### config.mk
export PLATFORM = sky130hd
export DESIGN_NAME = layer_trainer_flat
export DESIGN_NICKNAME = d
export VERILOG_FILES = /design/src/rtl/layer_trainer_if.sv /design/src/rtl/layer_trainer.sv /design/src/flat_wrapper.sv
export SDC_FILE = /design/constraint.sdc
export NUM_CORES = 1
export LEC_CHECK = 0
export ABC_AREA = 1
export ABC_CLOCK_PERIOD_IN_PS = 5600
export BUFFER_PORTS_ARGS = -buffer_cell sky130_fd_sc_hd__buf_2
export CAP_MARGIN = 10
export CORE_AREA = 2 2 445 447
export DETAILED_ROUTE_END_ITERATION = 8
export DIE_AREA = 0 0 447 449
export PLACE_DENSITY = 0.3
export SLEW_MARGIN = 30
export SYNTH_ARGS = -nofsm -noshare
export SYNTH_HDL_FRONTEND = slang
export SYNTH_SLANG_ARGS = --single-unit
### constraint.sdc
create_clock -name clock -period 5.6 [get_ports clock]
set_input_delay 1.12 -clock clock [delete_from_list [all_inputs] [get_ports clock]]
set_output_delay 1.12 -clock clock [all_outputs]
set_load 0.05 [all_outputs]
### src/rtl/layer_trainer_if.sv
// ---------------------------------------------------------------------------
// layer_trainer_if
// Bundles the three channels of the training sequencer:
//   s_*  sample source -> trainer (valid/ready handshake, inputs, targets)
//   l_*  trainer <-> layer instance (strobes, presented sample, layer results)
//   r_*  trainer -> result consumer (valid/ready handshake, captured results)
// Modports:
//   slave  : the trainer itself
//   master : the environment around it (sample source, layer, consumer)
// Z is the zero2one_t width; vectors are packed [count][Z] arrays.
// ---------------------------------------------------------------------------
interface layer_trainer_if #(
  parameter int N = 16,
  parameter int M = 19,
  parameter int Z = 8
);
  logic                s_valid;
  logic                s_ready;
  logic [N-1:0][Z-1:0] s_in;
  logic [M-1:0][Z-1:0] s_target;
  logic                s_learn;

  logic                l_valid;
  logic                l_learn;
  logic [N-1:0][Z-1:0] l_in;
  logic [M-1:0][Z-1:0] l_expected_out;
  logic [M-1:0][Z-1:0] l_out;
  logic [N-1:0][Z-1:0] l_expected_in;

  logic                r_valid;
  logic                r_ready;
  logic [M-1:0][Z-1:0] r_out;
  logic [N-1:0][Z-1:0] r_expected_in;
  logic [Z+4:0]        r_error;

  modport slave (
    input  s_valid, s_in, s_target, s_learn, l_out, l_expected_in, r_ready,
    output s_ready, l_valid, l_learn, l_in, l_expected_out,
           r_valid, r_out, r_expected_in, r_error
  );

  modport master (
    output s_valid, s_in, s_target, s_learn, l_out, l_expected_in, r_ready,
    input  s_ready, l_valid, l_learn, l_in, l_expected_out,
           r_valid, r_out, r_expected_in, r_error
  );
endinterface

### src/rtl/layer_trainer.sv
// ---------------------------------------------------------------------------
// layer_trainer
// Drives one fully-connected learning layer from the outside: accepts a
// sample, fires one forward strobe, captures the layer output, accumulates
// the absolute error one neuron per cycle, optionally fires one learn strobe
// and captures the back-propagated expected_in, then presents the result.
// Ports:
//   clock  rising-edge clock
//   reset  synchronous, active-high reset
//   bus    layer_trainer_if.slave (s_*, l_*, r_* channels)
// Parameters: N inputs, M neurons, LAT layer latency (>=1), Z value width.
// ---------------------------------------------------------------------------
module layer_trainer #(
  parameter int N   = 16,
  parameter int M   = 19,
  parameter int LAT = 1,
  parameter int Z   = 8
) (
  input logic            clock,
  input logic            reset,
  layer_trainer_if.slave bus
);
  localparam int CW = (LAT > 1) ? $clog2(LAT) : 1;
  localparam int IW = (M > 1) ? $clog2(M) : 1;
  localparam int EW = Z + 5;

  typedef enum logic [2:0] {
    IDLE, FWD, WAIT_F, ERR, LRN, WAIT_L, RESULT
  } state_e;

  state_e              state_q;
  logic                learn_q;
  logic [CW-1:0]       cnt_q;
  logic [IW-1:0]       idx_q;
  logic                l_valid_q;
  logic                l_learn_q;
  logic [N-1:0][Z-1:0] l_in_q;
  logic [M-1:0][Z-1:0] l_exp_out_q;
  logic                r_valid_q;
  logic [M-1:0][Z-1:0] r_out_q;
  logic [N-1:0][Z-1:0] r_exp_in_q;
  logic [EW-1:0]       r_error_q;

  // Absolute difference of the neuron currently addressed by idx_q: larger
  // minus smaller, so the subtraction never wraps.
  logic [Z-1:0]  tgt_sel;
  logic [Z-1:0]  out_sel;
  logic [Z-1:0]  abs_diff;
  logic [EW-1:0] r_error_d;

  assign tgt_sel   = l_exp_out_q[idx_q];
  assign out_sel   = r_out_q[idx_q];
  assign abs_diff  = (tgt_sel >= out_sel) ? (tgt_sel - out_sel) : (out_sel - tgt_sel);
  assign r_error_d = r_error_q + EW'(abs_diff);

  // Ready is masked by reset so a sample offered during reset is never taken.
  assign bus.s_ready        = (state_q == IDLE) && !reset;
  assign bus.l_valid        = l_valid_q;
  assign bus.l_learn        = l_learn_q;
  assign bus.l_in           = l_in_q;
  assign bus.l_expected_out = l_exp_out_q;
  assign bus.r_valid        = r_valid_q;
  assign bus.r_out          = r_out_q;
  assign bus.r_expected_in  = r_exp_in_q;
  assign bus.r_error        = r_error_q;

  // NOTE: all state is updated with non-blocking assignments so every
  // register samples the pre-edge values of the others.
  always_ff @(posedge clock) begin
    if (reset) begin
      state_q     <= IDLE;
      learn_q     <= 1'b0;
      cnt_q       <= '0;
      idx_q       <= '0;
      l_valid_q   <= 1'b0;
      l_learn_q   <= 1'b0;
      l_in_q      <= '0;
      l_exp_out_q <= '0;
      r_valid_q   <= 1'b0;
      r_out_q     <= '0;
      r_exp_in_q  <= '0;
      r_error_q   <= '0;
    end else begin
      // Strobes are single-cycle: default low, raised only on the entering edge.
      l_valid_q <= 1'b0;
      l_learn_q <= 1'b0;
      case (state_q)
        IDLE: begin
          if (bus.s_valid) begin
            l_in_q      <= bus.s_in;
            l_exp_out_q <= bus.s_target;
            learn_q     <= bus.s_learn;
            l_valid_q   <= 1'b1;
            state_q     <= FWD;
          end
        end
        FWD: begin
          cnt_q   <= CW'(LAT - 1);
          state_q <= WAIT_F;
        end
        WAIT_F: begin
          if (cnt_q == '0) begin
            r_out_q   <= bus.l_out;
            r_error_q <= '0;
            idx_q     <= '0;
            state_q   <= ERR;
          end else begin
            cnt_q <= cnt_q - 1'b1;
          end
        end
        ERR: begin
          r_error_q <= r_error_d;
          if (idx_q == IW'(M - 1)) begin
            if (learn_q) begin
              l_valid_q <= 1'b1;
              l_learn_q <= 1'b1;
              state_q   <= LRN;
            end else begin
              r_exp_in_q <= '0;
              r_valid_q  <= 1'b1;
              state_q    <= RESULT;
            end
          end else begin
            idx_q <= idx_q + 1'b1;
          end
        end
        LRN: begin
          cnt_q   <= CW'(LAT - 1);
          state_q <= WAIT_L;
        end
        WAIT_L: begin
          if (cnt_q == '0) begin
            r_exp_in_q <= bus.l_expected_in;
            r_valid_q  <= 1'b1;
            state_q    <= RESULT;
          end else begin
            cnt_q <= cnt_q - 1'b1;
          end
        end
        RESULT: begin
          if (bus.r_ready) begin
            r_valid_q <= 1'b0;
            state_q   <= IDLE;
          end
        end
        default: state_q <= IDLE;
      endcase
    end
  end
endmodule

### src/flat_wrapper.sv
// flat-port wrapper written by rule: the top's interface ports become plain ports
module layer_trainer_flat 
#(
  parameter int N   = 16,
  parameter int M   = 19,
  parameter int LAT = 1,
  parameter int Z   = 8
)
  (clock, reset, bus_s_valid, bus_s_in, bus_s_target, bus_s_learn, bus_l_out, bus_l_expected_in, bus_r_ready, bus_s_ready, bus_l_valid, bus_l_learn, bus_l_in, bus_l_expected_out, bus_r_valid, bus_r_out, bus_r_expected_in, bus_r_error);
  layer_trainer_if #(.N(N), .M(M), .Z(Z)) bus_i ();
  input logic clock;
  input logic reset;
  input wire logic [$bits(bus_i.s_valid)-1:0] bus_s_valid;
  input wire logic [$bits(bus_i.s_in)-1:0] bus_s_in;
  input wire logic [$bits(bus_i.s_target)-1:0] bus_s_target;
  input wire logic [$bits(bus_i.s_learn)-1:0] bus_s_learn;
  input wire logic [$bits(bus_i.l_out)-1:0] bus_l_out;
  input wire logic [$bits(bus_i.l_expected_in)-1:0] bus_l_expected_in;
  input wire logic [$bits(bus_i.r_ready)-1:0] bus_r_ready;
  output wire logic [$bits(bus_i.s_ready)-1:0] bus_s_ready;
  output wire logic [$bits(bus_i.l_valid)-1:0] bus_l_valid;
  output wire logic [$bits(bus_i.l_learn)-1:0] bus_l_learn;
  output wire logic [$bits(bus_i.l_in)-1:0] bus_l_in;
  output wire logic [$bits(bus_i.l_expected_out)-1:0] bus_l_expected_out;
  output wire logic [$bits(bus_i.r_valid)-1:0] bus_r_valid;
  output wire logic [$bits(bus_i.r_out)-1:0] bus_r_out;
  output wire logic [$bits(bus_i.r_expected_in)-1:0] bus_r_expected_in;
  output wire logic [$bits(bus_i.r_error)-1:0] bus_r_error;
  assign bus_i.s_valid = bus_s_valid;
  assign bus_i.s_in = bus_s_in;
  assign bus_i.s_target = bus_s_target;
  assign bus_i.s_learn = bus_s_learn;
  assign bus_i.l_out = bus_l_out;
  assign bus_i.l_expected_in = bus_l_expected_in;
  assign bus_i.r_ready = bus_r_ready;
  assign bus_s_ready = bus_i.s_ready;
  assign bus_l_valid = bus_i.l_valid;
  assign bus_l_learn = bus_i.l_learn;
  assign bus_l_in = bus_i.l_in;
  assign bus_l_expected_out = bus_i.l_expected_out;
  assign bus_r_valid = bus_i.r_valid;
  assign bus_r_out = bus_i.r_out;
  assign bus_r_expected_in = bus_i.r_expected_in;
  assign bus_r_error = bus_i.r_error;
  layer_trainer #(.N(N), .M(M), .LAT(LAT), .Z(Z)) u_core (.clock(clock), .reset(reset), .bus(bus_i));
endmodule
Word-level counts from Yosys, hierarchy flattened --
Index checks and enable logic that the tools add are counted.
Operators by class: reduce and logical (&&, ||, !) cells 17, add/subtract/negate cells 5, $lt $le $gt $ge 2, bitwise logic cells 2, equality and inequality tests 14, mux-type cells 32
Operators with widths (count):
- 128-bit two-way mux | 3
- 128-bit case mux with 2 select lines | 1
- 8-bit binary-select mux with 5-bit select | 2
- 13-bit case mux with 2 select lines | 1
- 8-bit two-way mux | 3
- 3-bit case mux with 7 select lines | 1
- 8-bit subtractor | 2
- 3-bit two-way mux | 5
- 13-bit by 8-bit adder with 13-bit output | 1
- 13-bit two-way mux | 1
- 2-bit != test (second input constant) | 6
- 5-bit two-way mux | 2
- 5-bit case mux with 2 select lines | 1
- 5-bit AND reduction | 2
- 3-bit equality test (second input constant) | 3
- 8-bit greater-or-equal comparator | 1
- 1-bit two-way mux | 8
- 3-bit by 2-bit equality test with 1-bit output (second input constant) | 2
- 5-bit by 6-bit < comparator with 1-bit output (second input constant) | 1
- 2-bit AND reduction | 3
- 2-bit nonzero test | 3
- 2-bit OR reduction | 3
- 5-bit by 1-bit adder with 5-bit output (second input constant) | 1
- 5-bit equality test (second input constant) | 1
- 13 further kinds | 15
Storage, ports and cells: bits in registers 586, bits of input ports 565

Depth between registers and ports, before layout --
word-level depth 6, gate-level depth with buffers 33, gate-level depth less buffers 31

Least setup slack after synthesis --
Ideal clock, no wire load.
path kind input -> output, from in reset, to out bus_s_ready, setup slack 1530 ps, arrival 2950 ps, data required time 4480 ps, path buffers 2, stages on the path 3, cell sequence clkbuf_1 clkbuf_1 nor4_1
Between the ends: longest elaborated chain between the ends 2
Ends and longest elaborated chain:
- start: declaration | line flat_wrapper.sv:12 | input logic reset;
- 1-bit zero test | line layer_trainer.sv:57 | assign bus.s_ready = (state_q == IDLE) && !reset;
- 1-bit logical AND | line layer_trainer.sv:57
- end: declaration | line flat_wrapper.sv:20 | output wire logic [$bits(bus_i.s_ready)-1:0] bus_s_ready;
No other way between the ends.

Worst setup path after layout --
from reg u_core.idx_q[0], to reg u_core.r_error_q[10], in the netlist u_core.bus.r_error[10]
Between the ends: longest elaborated chain between the ends 6, elaborated cells between the ends (all ways) 10, classes of those cells add/sub: 3; order compare: 1; mux: 6
Ends and longest elaborated chain:
- start: declaration | line layer_trainer.sv:34 | logic [IW-1:0] idx_q;
- start signal: assignment | line layer_trainer.sv:124 | idx_q <= idx_q + 1'b1;
- 8-bit binary-select mux with 5-bit select (on tied branches) | line layer_trainer.sv:52, layer_trainer.sv:51
- 8-bit two-way mux (on tied branches) | line layer_trainer.sv:52, layer_trainer.sv:51
- 8-bit subtractor or 8-bit greater-or-equal comparator (tied branches) | line layer_trainer.sv:53 | assign abs_diff = (tgt_sel >= out_sel) ? (tgt_sel - out_sel) : (out_sel - tgt_sel);
- 8-bit two-way mux (*) | line layer_trainer.sv:53
- 13-bit by 8-bit adder with 13-bit output (*) | line layer_trainer.sv:54 | assign r_error_d = r_error_q + EW'(abs_diff);
- 13-bit case mux with 2 select lines (*) | line layer_trainer.sv:87 | case (state_q)
- end signal: assignment | line layer_trainer.sv:112 | r_error_q <= r_error_d;
- end: declaration | line layer_trainer.sv:42 | logic [EW-1:0] r_error_q;
Mark *: on every way between the ends. The rest lies on a longest branch, timed or not. The select of a mux whose other input is x is not followed. A chain may end at the register's enable or synchronous reset.

==> flow_summary_export.csv <==
group,metric,value,unit
global_route,overflow,0,
clock_tree,clk_pin_slew,0.06,ns
layout,synthToLayoutAreaGrowth,44.6,%
sta,finalCritPeriodShare,87.5,%
setup_path,worst_path_max_delay_cell,"fa_1",
detailed_routing,drtIter0Drc,1581,
setup_path,crit_fanout,112,
sta,clock_skew,0.0349,ns
layout,final_core_util,18.7,%
layout,final_area,36600,um2
sta,worst_pin_slew,1.02,ns
clock_tree,cts_tree,"yes",
clock_tree,clockBufferDepth,3,
detailed_routing,drt-vias-per-instance,3.92,
sta,max-slew-margin-rel,32.2,%
layout,layout-drive-gt1-share,28.6,%
power_and_ir_drop,power_density,445,nW/um2
synth,ys_top_cells_by_area,"dfxtp_1 (46%), nand2_1 (17%), a21oi_1 (12%)",
power_and_ir_drop,ir_drop,0.221,mV
detailed_routing,routed_wl,189000,um
synth,synth.distinct_cells,35,
setup_path,crit_top_cell,"nand2_1",
global_route,grt_max_degree,145,
layout,fin_nets,5224,
global_route,grt_pass1_vias,28300,
sta,period_needed,4.90,ns
sta,setup_viol,0,
clock_tree,numCtsBuffers,81,
clock_tree,postCtsHoldBufs,0,
clock_tree,cts_resized,0,
clock_tree,clk_latency,0.73,ns
placement,dp_slack,0.684,ns
die,ios,1142,
synth,syn_area,25300,um2
sta,finalHoldViolations,0,
synth,synth_cells,3628,
detailed_routing,vias,28800,
setup_path,slowest_delay,0.47,ns
die,core,196000,um2
global_route,grt.total_usage,18.0,%
placement,dp_hpwl,148000,um
placement,portBuffers,1141,
detailed_routing,drc,0,
placement,postPlaceCellArea,33800,um2
clock_tree,root_buffer,"clkbuf_16",
global_route,grt_pass1_wl,250000,um
sta,max_freq,204,MHz
die,rows,163,
setup_path,cp.required,6.24,ns
flow_run,cap_violations,0,
die,die_h,449,um
placement,gp_congestion,0.830,
synth,syn-num-nets,4223,
setup_path,cp.arrival,5.54,ns
sta,layout_setup_ws,0.701,ns
die,die_area,201000,um2
clock_tree,h-tree-depth,3,
synth,yosys_register_bits,585,
sta,rsz0062_at_grt,"false",
synth,ys_seq_area_share,46.3,%
synth,synth_top_area_share,46.3,%
setup_path,worstSetupStartpointType,"flip-flop",
detailed_routing,wl_per_cell,25.7,um
detailed_routing,ant_nets,0,
clock_tree,post_cts_buffers,0,
power_and_ir_drop,leakage,0.0165,uW
synth,synth_top_area_cell,"dfxtp_1",
setup_path,end_kind,"flip-flop",
global_route,grt_antenna_before_repair,105,
clock_tree,cts_sinks,585,
sta,tns,0,ns
detailed_routing,drt_pass1_iterations,7,
layout,final_common_cell,"nand2_1",
die,fp.dieW,447,um
synth,yosysWarnings,0,
layout,final_cell_mix,"nand2_1 (1144), buf_2 (1139), a21oi_1 (612)",
status,status,"finished, final reports clean",
worst_hold_path,hp-class,"flip-flop to flip-flop",
die,initial_core_util,12.9,%
setup_path,worst-setup-path-type,"flip-flop to flip-flop",
synth,syn_area_per_cell,6.98,um2
sta,final_max_slew_viol_count,0,
cell usage after synthesis:
| cell | instances |
|---|---|
| xor2_1 | 7 |
| buf_4 | 2 |
| o21a_1 | 1 |
| o211ai_1 | 13 |
| a21boi_0 | 3 |
| nand3_1 | 387 |
| buf_1 | 26 |
| o21ai_0 | 188 |
| buf_2 | 43 |
| buf_6 | 12 |
| o211ai_2 | 1 |
| nand2_1 | 1146 |
| nand2_2 | 2 |
| a21o_1 | 1 |
| nor3_2 | 1 |
| inv_2 | 4 |
| nand3b_1 | 8 |
| nor3_1 | 1 |
| a31oi_1 | 1 |
| a21oi_1 | 612 |
| a2bb2oi_1 | 1 |
| clkbuf_1 | 196 |
| xnor2_1 | 1 |
| dfxtp_1 | 585 |
| ha_1 | 27 |
| and2_1 | 1 |
| o21bai_1 | 7 |
| inv_1 | 254 |
| nor4_1 | 1 |
| or2_2 | 2 |
| fa_1 | 3 |
| nor2_2 | 1 |
| nor2_1 | 74 |
| nand4_1 | 8 |
| a22oi_1 | 8 |
power by group:
group	internal, uW	total (uW)	switching [uW]
Combinational	1340	5690	4350
Clock	3260	5590	2330
Sequential	4610	4980	370
Total	9210	16300	7050
sequential cells by signal, indices dropped and copies added (netlist names):
| name | count |
|---|---|
| u_core.bus.r_error | 13 |
| u_core.learn_q | 1 |
| u_core.idx_q | 5 |
| u_core.bus.r_out | 152 |
| u_core.bus.l_expected_out | 152 |
| u_core.bus.r_valid | 1 |
| u_core.bus.l_learn | 1 |
| u_core.bus.l_in | 128 |
| u_core.state_q | 3 |
| u_core.bus.r_expected_in | 128 |
| u_core.bus.l_valid | 1 |
per-stage QoR:
stage                     power (uW)  instances  hold slack [ns]
after CTS                      16600       7328            0.450
after detailed placement       10900       7186            0.441
final                          16300       7341            0.451
after global placement         10900       7186            0.441
after global routing           17200       7335            0.471
after floorplan                 8670       3628            0.468
worst paths after layout:
kind	from	to	slack [ns]	depth (start not counted)
setup / recovery	u_core.idx_q[0]	u_core.bus.r_error[10]	0.70	29
setup reg to reg	u_core.idx_q[0]	u_core.bus.r_error[10]	0.70	29
hold reg to reg	u_core.bus.r_valid	u_core.bus.r_valid	0.45	2
hold / removal	u_core.bus.r_valid	u_core.bus.r_valid	0.45	2
metal layers:
| metal | GRT usage [%] | wire [um] | up-vias |
|---|---|---|---|
| met2 | 33.8 | 99100 | 925 |
| met5 | 0 | 291 | - |
| met3 | 4.67 | 11800 | 295 |
| met4 | 4.89 | 5520 | 48 |
| met1 | 19.7 | 71900 | 13700 |
| li1 | - | - | 13800 |
logic make-up (layout without fill, tap and decap cells):
family	after synthesis	in the layout	synth area share, %
AO/OA/AOI/OAI	836	836	16.9
XOR/XNOR	8	8	0.277
adder cells (fa/ha/maj)	30	30	1.57
buffers and inverters	537	1597	8.56
flip-flops	585	585	46.3
other	0	13	0
AND/OR/NAND/NOR	1632	1632	26.4
area by class of cell:
class | count | area (um2)
fill | 22800 | 160000
sequential | 585 | 11700
multi-input combinational | 2506 | 11500
timing repair buffer | 1197 | 6320
tap | 2640 | 3300
clock buffer | 116 | 2320
inverter | 258 | 986
clock inverter | 26 | 434
antenna | 13 | 32.5
critical path: cells and delay by family, from the launching register on:
family,cells,cell delay [ns]
AO/OA/AOI/OAI,2,0.54
adder cells (fa/ha/maj),3,1.11
buffers and inverters,6,0.83
flip-flops,1,0.37
AND/OR/NAND/NOR,18,1.92
Note: power is estimated with default switching activity, not from simulation.
